`config.mk`:
```
export PLATFORM = sky130hd
export DESIGN_NAME = regfile_mp_sb
export DESIGN_NICKNAME = d
export VERILOG_FILES = /design/src/rtl/regfile_mp_sb.sv
export SDC_FILE = /design/constraint.sdc
export NUM_CORES = 2
export LEC_CHECK = 0
export BUFFER_PORTS_ARGS = -buffer_cell sky130_fd_sc_hd__buf_2
export CORE_ASPECT_RATIO = 0.5
export CORE_MARGIN = 2
export CORE_UTILIZATION = 35
export CTS_BUF_LIST = sky130_fd_sc_hd__clkbuf_8 sky130_fd_sc_hd__clkbuf_16
export CTS_CLUSTER_DIAMETER = 60
export DETAILED_ROUTE_END_ITERATION = 6
export GPL_ROUTABILITY_DRIVEN = 0
export PLACE_DENSITY = 0.51
export SLEW_MARGIN = 20
export SYNTH_ARGS = -nofsm -noshare
export SYNTH_HDL_FRONTEND = slang
export SYNTH_SLANG_ARGS = --single-unit
```
`constraint.sdc`:
```
create_clock -name clk -period 2.5 [get_ports clk]
set_clock_uncertainty 0.1 [all_clocks]
set_input_delay 0.125 -clock clk [delete_from_list [all_inputs] [get_ports clk]]
set_output_delay 0.125 -clock clk [all_outputs]
set_load 0.005 [all_outputs]
```
`src/rtl/regfile_mp_sb.sv`:
```
// regfile_mp_sb: multi-port register file with a per-register busy scoreboard.
//
// Parameters: DATA_W (reg width), ADDR_W (NREG = 2**ADDR_W), NUM_RD (1..4 read
// ports), NUM_WR (1..2 write-back ports). Register 0 reads as zero.
//
// Ports:
//   clk, rst               clock; synchronous active-high reset
//   we/waddr/wdata         per-port write-back (port i at [i*W +: W])
//   re/raddr               per-port read request
//   rdata/rbusy            combinational read data and "awaiting write-back"
//   iss_valid/iss_addr     issued instruction's destination (marks busy)
//   flush                  clears the whole scoreboard
//
// Optional build macro REGFILE_BYPASS_EN: same-cycle write data is forwarded
// to matching reads (highest write port wins) and rbusy is masked for them.
// Without it, reads see stored contents only and rbusy is the raw scoreboard.

module regfile_mp_sb_rd #(
  parameter int DATA_W = 32,
  parameter int ADDR_W = 5,
  parameter int NREG   = 32
) (
  input  logic                         rst,
  input  logic                         re,
  input  logic [ADDR_W-1:0]            raddr,
  input  logic [NREG-1:0][DATA_W-1:0]  regs,
  input  logic [NREG-1:0]              busy,
  input  logic                         byp_hit,
  input  logic [DATA_W-1:0]            byp_data,
  output logic [DATA_W-1:0]            rdata,
  output logic                         rbusy
);
  always_comb begin
    rdata = '0;
    rbusy = 1'b0;
    if (!rst && re && raddr != '0) begin
      rdata = byp_hit ? byp_data : regs[raddr];
      // Forwarded data is already available, so the register is not "busy".
      rbusy = busy[raddr] & ~byp_hit;
    end
  end
endmodule

module regfile_mp_sb #(
  parameter int DATA_W = 32,
  parameter int ADDR_W = 5,
  parameter int NUM_RD = 2,
  parameter int NUM_WR = 2
) (
  input  logic                       clk,
  input  logic                       rst,
  input  logic [NUM_WR-1:0]          we,
  input  logic [NUM_WR*ADDR_W-1:0]   waddr,
  input  logic [NUM_WR*DATA_W-1:0]   wdata,
  input  logic [NUM_RD-1:0]          re,
  input  logic [NUM_RD*ADDR_W-1:0]   raddr,
  output logic [NUM_RD*DATA_W-1:0]   rdata,
  output logic [NUM_RD-1:0]          rbusy,
  input  logic                       iss_valid,
  input  logic [ADDR_W-1:0]          iss_addr,
  input  logic                       flush
);
  localparam int NREG = 1 << ADDR_W;

  logic [NREG-1:0][DATA_W-1:0] regs;
  logic [NREG-1:0]             busy;

  // Loop order gives the later port the last non-blocking write, so the
  // highest write port wins on an address collision. Issue follows the
  // write-back clears (new producer owns the register), flush follows issue.
  always_ff @(posedge clk) begin
    if (rst) begin
      regs <= '0;
      busy <= '0;
    end else begin
      for (int i = 0; i < NUM_WR; i++) begin
        if (we[i] && waddr[i*ADDR_W +: ADDR_W] != '0) begin
          regs[waddr[i*ADDR_W +: ADDR_W]] <= wdata[i*DATA_W +: DATA_W];
          busy[waddr[i*ADDR_W +: ADDR_W]] <= 1'b0;
        end
      end
      if (iss_valid && iss_addr != '0) busy[iss_addr] <= 1'b1;
      if (flush) busy <= '0;
    end
  end

  genvar j;
  generate
    for (j = 0; j < NUM_RD; j++) begin : g_rd
      logic              byp_hit;
      logic [DATA_W-1:0] byp_data;

`ifdef REGFILE_BYPASS_EN
      always_comb begin
        byp_hit  = 1'b0;
        byp_data = '0;
        for (int i = 0; i < NUM_WR; i++) begin
          if (we[i] && waddr[i*ADDR_W +: ADDR_W] == raddr[j*ADDR_W +: ADDR_W]
              && raddr[j*ADDR_W +: ADDR_W] != '0) begin
            byp_hit  = 1'b1;
            byp_data = wdata[i*DATA_W +: DATA_W];
          end
        end
      end
`else
      assign byp_hit  = 1'b0;
      assign byp_data = '0;
`endif

      regfile_mp_sb_rd #(.DATA_W(DATA_W), .ADDR_W(ADDR_W), .NREG(NREG)) u_rd (
        .rst      (rst),
        .re       (re[j]),
        .raddr    (raddr[j*ADDR_W +: ADDR_W]),
        .regs     (regs),
        .busy     (busy),
        .byp_hit  (byp_hit),
        .byp_data (byp_data),
        .rdata    (rdata[j*DATA_W +: DATA_W]),
        .rbusy    (rbusy[j])
      );
    end
  endgenerate
endmodule

```
### After elaboration in Yosys (flattened, before gate mapping)

Index checks and enable logic that the tools add are counted.

| storage, ports and cells | value |
|---|---|
| register bits after elaboration | 1056 |
| bits of input ports | 97 |
| output and inout bits | 66 |
| word-level logic and storage cells | 95 |

| cells by class | value |
|---|---|
| order comparisons | 8 |
| muxes and demuxes | 32 |
| bitwise gates (word level) | 5 |
| reductions and logical operators | 17 |

Operators by type and width:

| kind | number |
|---|---|
| $mux W1024 | 3 |
| $bwmux W1024 | 2 |
| $mux W32 | 11 |
| $bmux W32 S5 | 2 |
| $demux W32 S5 | 2 |
| $and A32 B32 Y32 | 2 |
| $not A32 Y32 | 2 |
| $or A32 B32 Y32 | 1 |
| $lt A5 B6 Y1 const B | 5 |
| $reduce_bool A5 Y1 | 5 |
| $demux W1 S5 | 3 |
| $ge A5 B1 Y1 const B | 3 |
| $bmux W1 S5 | 2 |
| $logic_and A1 B1 Y1 | 10 |
| $mux W1 | 7 |
| $reduce_or A2 Y1 | 1 |
| $logic_not A1 Y1 | 1 |

### Depth between registers and ports, before layout

| logic depth | value |
|---|---|
| depth after elaboration | 13 |
| mapped depth | 10 |
| gate-level depth less buffers | 4 |

### Cells and area by module

Synthesis repeated with hierarchy kept, for this count alone.

| unflattened totals | value |
|---|---|
| cells, all modules | 8028 |
| area, all modules | 69142.6 um^2 |

By module, submodules not included:

| module | times used | cells an instance | area each (um^2) | sequential area each (um^2) |
|---|---|---|---|---|
| regfile_mp_sb | 1 | 6454 | 50940.1 | 21140.3 |
| regfile_mp_sb_rd | 2 | 787 | 9101.2 | 0.0 |

### Worst setup path after synthesis

No wires, ideal clock.

| path | value |
|---|---|
| kind | input to output |
| from | in raddr[0] |
| to | out rbusy[0] |
| data arrival time | 1.816 ns |
| required time | 2.275 ns |
| setup slack | 0.459 ns |
| stages on the path | 8 |
| path buffers | 4 |
| cell sequence | buf_4 buf_4 buf_2 mux4_2 mux2_2 a21oi_1 a32oi_1 buf_4 |

| on the way | value |
|---|---|
| cells in the longest elaborated chain, start to end | 3 |
| elaborated cells on any way between the ends | 5 |
| classes of those cells | mux (3); reduce/logical (2) |

RTL lines:

| what | RTL line | source |
|---|---|---|
| start, declared | 56 | `input logic [NUM_RD*ADDR_W-1:0] raddr,` |
| $bmux W1 S5 / $reduce_bool A5 Y1 (equally long branches) | 39, 36 |  |
| $mux W1 (implied by the code) / $logic_and A1 B1 Y1 (equally long branches) | 39, 36 |  |
| $mux W1 (*) | 36 | `if (!rst && re && raddr != '0) begin` |
| end, declared | 58 | `output logic [NUM_RD-1:0] rbusy,` |

Every way passes the cells marked *; elsewhere a longest branch is shown, timed or not. The select of a mux whose other input is x is not followed.

### Worst setup path in the final report

| path | value |
|---|---|
| from | reg regs[382] in the netlist's numbering |
| to | out rdata[62] |

| on the way | value |
|---|---|
| cells in the longest elaborated chain, start to end | 3 |

RTL lines:

| what | RTL line | source |
|---|---|---|
| start, declared | 65 | `logic [NREG-1:0][DATA_W-1:0] regs;` |
| start signal, assigned by index | 78 | `regs[waddr[i*ADDR_W +: ADDR_W]] <= wdata[i*DATA_W +: DATA_W];` |
| $bmux W32 S5 | 37 | `rdata = byp_hit ? byp_data : regs[raddr];` |
| $mux W32 (implied by the code) | 37 |  |
| $mux W32 | 36 |  |
| end, declared | 57 | `output logic [NUM_RD*DATA_W-1:0] rdata,` |

No other way between the ends. The select of a mux whose other input is x is not followed.

==> flow_summary_export.csv <==
group,metric,value,unit
outcome,outcome,"finished, violations left",
min_path,hold_path_depth,5,
yosys,postSynthAreaPerCell,8.44,um2
timing,hold_viol_final,0,
power,switching_share,0.301,
setup_path,critical_path.top_delay_family,"multiplexers",
yosys,postSynthCellCount,7557,
global_route,grt_overflow,0,
floorplan,starting_utilization_of_the_core_area,0.353,
timing,timing_worst_slew_pin_value,1.06,ns
clock_network,ctsLongestPathBuffers,3,
yosys,synth_seq_cells,1056,
power,clock_power_share,0.434,
yosys,synth_most_common_cell,"sky130_fd_sc_hd__nand2_1",
yosys,netlist_area,63800,um2
clock_network,clock-sinks,1056,
power,p_leak,26.7,nW
clock_network,clock-root-buffer,"sky130_fd_sc_hd__clkbuf_16",
setup_path,cp-start-kind,"register",
run,max_cap_violations,0,
yosys,synth_edf_count,0,
finish,flow.area_growth_from_synthesis,20.3,%
setup_path,worstSetupPathType,"reg2out",
power,ir_drop_worst_vdd,532,uV
power,combPwrFrac,0.142,
timing,drv_slew,0,
setup_path,critical_path_buf_inv_count,2,
floorplan,core_region_area,181000,um2
setup_path,critical_path_required,2.28,ns
floorplan,vertical_extent_of_the_die,306,um
drt,drc,0,
placed_design,placedCellCount,9547,
timing,slew_limit_headroom,0.295,
power,proportion_of_power_drawn_by_flip_flops_and_latches,0.424,
floorplan,placement_rows,110,
setup_path,worst-endpoint-arrival,2.62,ns
timing,setup_viol,50,
placed_design,dp_worst_setup_slack,-0.0571,ns
yosys,synth_cell_types,47,
yosys,synth_area_leaders,"sky130_fd_sc_hd__dfxtp_1, sky130_fd_sc_hd__a311oi_1, sky130_fd_sc_hd__mux4_2",
placed_design,place.port_buffers,162,
finish,layout.core_utilization,0.425,
power,design_power_total,41.1,mW
yosys,netlist.top_cell.by_area,"sky130_fd_sc_hd__dfxtp_1",
global_route,first_pass_grt_wire_length,487000,um
drt,drtIter0Drc,11000,
clock_network,path_clk_slew,0.07,ns
yosys,ys_dominant_reg_cell,"sky130_fd_sc_hd__dfxtp_1",
setup_path,crit_path_cell_trace,"mux4_2 > mux2_4 > a221oi_4 > a31oi_1 > buf_4 > buf_6",
drt,drtPass1Iterations,7,
finish,post_layout_nonfiller_instances,9947,
yosys,postSynthNetCount,7654,
drt,antenna_left,0,
timing,grt_setup_unrepaired,"true",
setup_path,critPathMaxFanout,3,
setup_path,worst-r2r-cell-count,4,
clock_network,tritoncts,"done",
yosys,synthesis.yosys.warnings,0,
timing,fin_tns_setup,-4.95,ns
floorplan,floorplan.die.width,608,um
drt,totalWireLength,348000,um
placed_design,place.detailed.hpwl,212000,um
min_path,hp-class,"in2reg",
yosys,synth_top_cell_area_share,0.331,
global_route,antenna_found_initial,37,
yosys,synth.top_cells.by_count,"sky130_fd_sc_hd__nand2_1, sky130_fd_sc_hd__dfxtp_1, sky130_fd_sc_hd__nor2_1",
drt,wl_per_cell,35.0,um
timing,post-route-min-period,2.84,ns
timing,post-route-period-util,1.14,
yosys,ys_async_sr_fraction,0,
clock_network,tritoncts.num_buffers,112,
timing,maxClockFrequency,352,MHz
yosys,synth.yosys.seq_area_share,0.331,
setup_path,cp.depth,6,
power,cellInternalPower,28.7,mW
global_route,largest_net_degree_at_the_start_of_global_routing,179,
floorplan,top_level_ports,163,
power,powerDensity,535,nW/um2
setup_path,critical_path.max_stage_delay,0.46,ns
finish,final_net_count,7518,
setup_path,end_kind,"primary output",
finish,final.fill_count,17500,
clock_network,clock_tree.htree_level_count,3,
timing,final.setup.worst_slack,-0.343,ns
setup_path,timing.critical_path.slowest_stage_cell,"sky130_fd_sc_hd__mux4_2",
clock_network,insertion_delay,0.77,ns
global_route,via_count_of_the_first_global_routing_pass,61600,
power,netSwitchingPower,12.4,mW
outcome,violations,"negative setup slack",
drt,dr_total_vias,67300,
drt,detail_route.vias_per_cell,6.77,
global_route,grt_usage,0.361,
finish,layout-drive-gt1-share,0.235,
floorplan,fp.dieArea,186000,um2
==> flip-flops by register name (all words and copies together), names as in the netlist <==
signal  flops
busy       32
regs     1024
==> final timing paths <==
path	slack, ns	end	start
worst min register to register	0.36	busy[0]	busy[0]
worst min-delay path	0.03	regs[779]	waddr[2]
worst max register to register	0.96	regs[236]	regs[236]
worst max-delay path	-0.34	rdata[62]	regs[382]
==> power groups by stage <==
stage          sequential, mW  combinational [mW]  clock (mW)
6_report                 17.4                5.82        17.8
5_1_grt                  17.4                5.89        18.5
4_1_cts                  17.4                5.55        17.8
3_5_place_dp             17.8                5.20           0
3_3_place_gp             17.8                5.19           0
2_1_floorplan            17.7                2.93           0
==> worst register-to-register path: cells and delay by family (launching register included) <==
kind	cells	cell delay [ns]
AO/OA/AOI/OAI	1	0.26
buffers and inverters	2	0.72
flip-flops	1	0.36
AND/OR/NAND/NOR	1	0.05
==> logic make-up (layout without fill, tap and decap cells) <==
logic type,Yosys count,count (layout),synth area share
compound gates,1459,1459,0.186
simple gates,3048,3048,0.196
buf+inv,1014,974,0.0659
flops,1056,1056,0.331
mux,980,980,0.221
other cells,0,22,0
==> final cells by class <==
class	instances	area (um2)	share of cell area
clock inverter	78	664	0.00866
timing repair buffer	757	7910	0.103
clock buffer	132	3090	0.0402
tap	2408	3010	0.0393
inverter	7	28.8	0.000375
multi-input combinational	5487	40600	0.529
antenna	22	55.1	0.000717
sequential	1056	21400	0.279
==> per-layer routing <==
| metal | GRT usage | routed length (um) | up-vias |
|---|---|---|---|
| met2 | 0.510 | 140000 | 5144 |
| li1 | - | - | 27800 |
| met3 | 0.108 | 47300 | 1128 |
| met5 | 0 | 43 | - |
| met1 | 0.486 | 137000 | 33300 |
| met4 | 0.210 | 24000 | 6 |
==> per-stage QoR <==
| stage | hold WS (ns) | area, um2 |
|---|---|---|
| 6_report | 0.0296 | 76800 |
| 3_5_place_dp | 0.349 | 69500 |
| 5_1_grt | 0.0385 | 76700 |
| 2_1_floorplan | 0.173 | 63800 |
| 3_3_place_gp | 0.343 | 69500 |
| 4_1_cts | 0.000993 | 76300 |
==> placed cells by master (no fill, tap or decap), drive strengths merged, types with 3 or more instances in the layout <==
cell type and n:
dlygate4sd3 118, and2 10, o21ai 96, diode 22
a21oi 45, a32oi 70, clkinvlp 6, mux4 332
and4b 5, bufinv 8, a311oi 865, nand4b 3
nand2b 37, and4bb 3, mux2i 523, nor3 5
nor2b 46, a211oi 128, mux2 125, nor2 1057
nor4bb 3, o211ai 14, dfxtp 1056, nand3 491
clkbuf 133, a221oi 80, nand2 1359, clkinv 36
nand3b 5, a31oi 29, buf 638, nand4 12
inv 35, a22oi 131
==> what timing repair did <==
item                                   4_1_cts  5_1_grt
pin swaps                                   85       24
hold buffers                               118        0
endpoints found under the hold margin     1024        0
buffers inserted                            53        9
setup endpoints to repair                   65       66
resized for setup                          413      124
No activity file was read; power rests on OpenSTA's default activity.
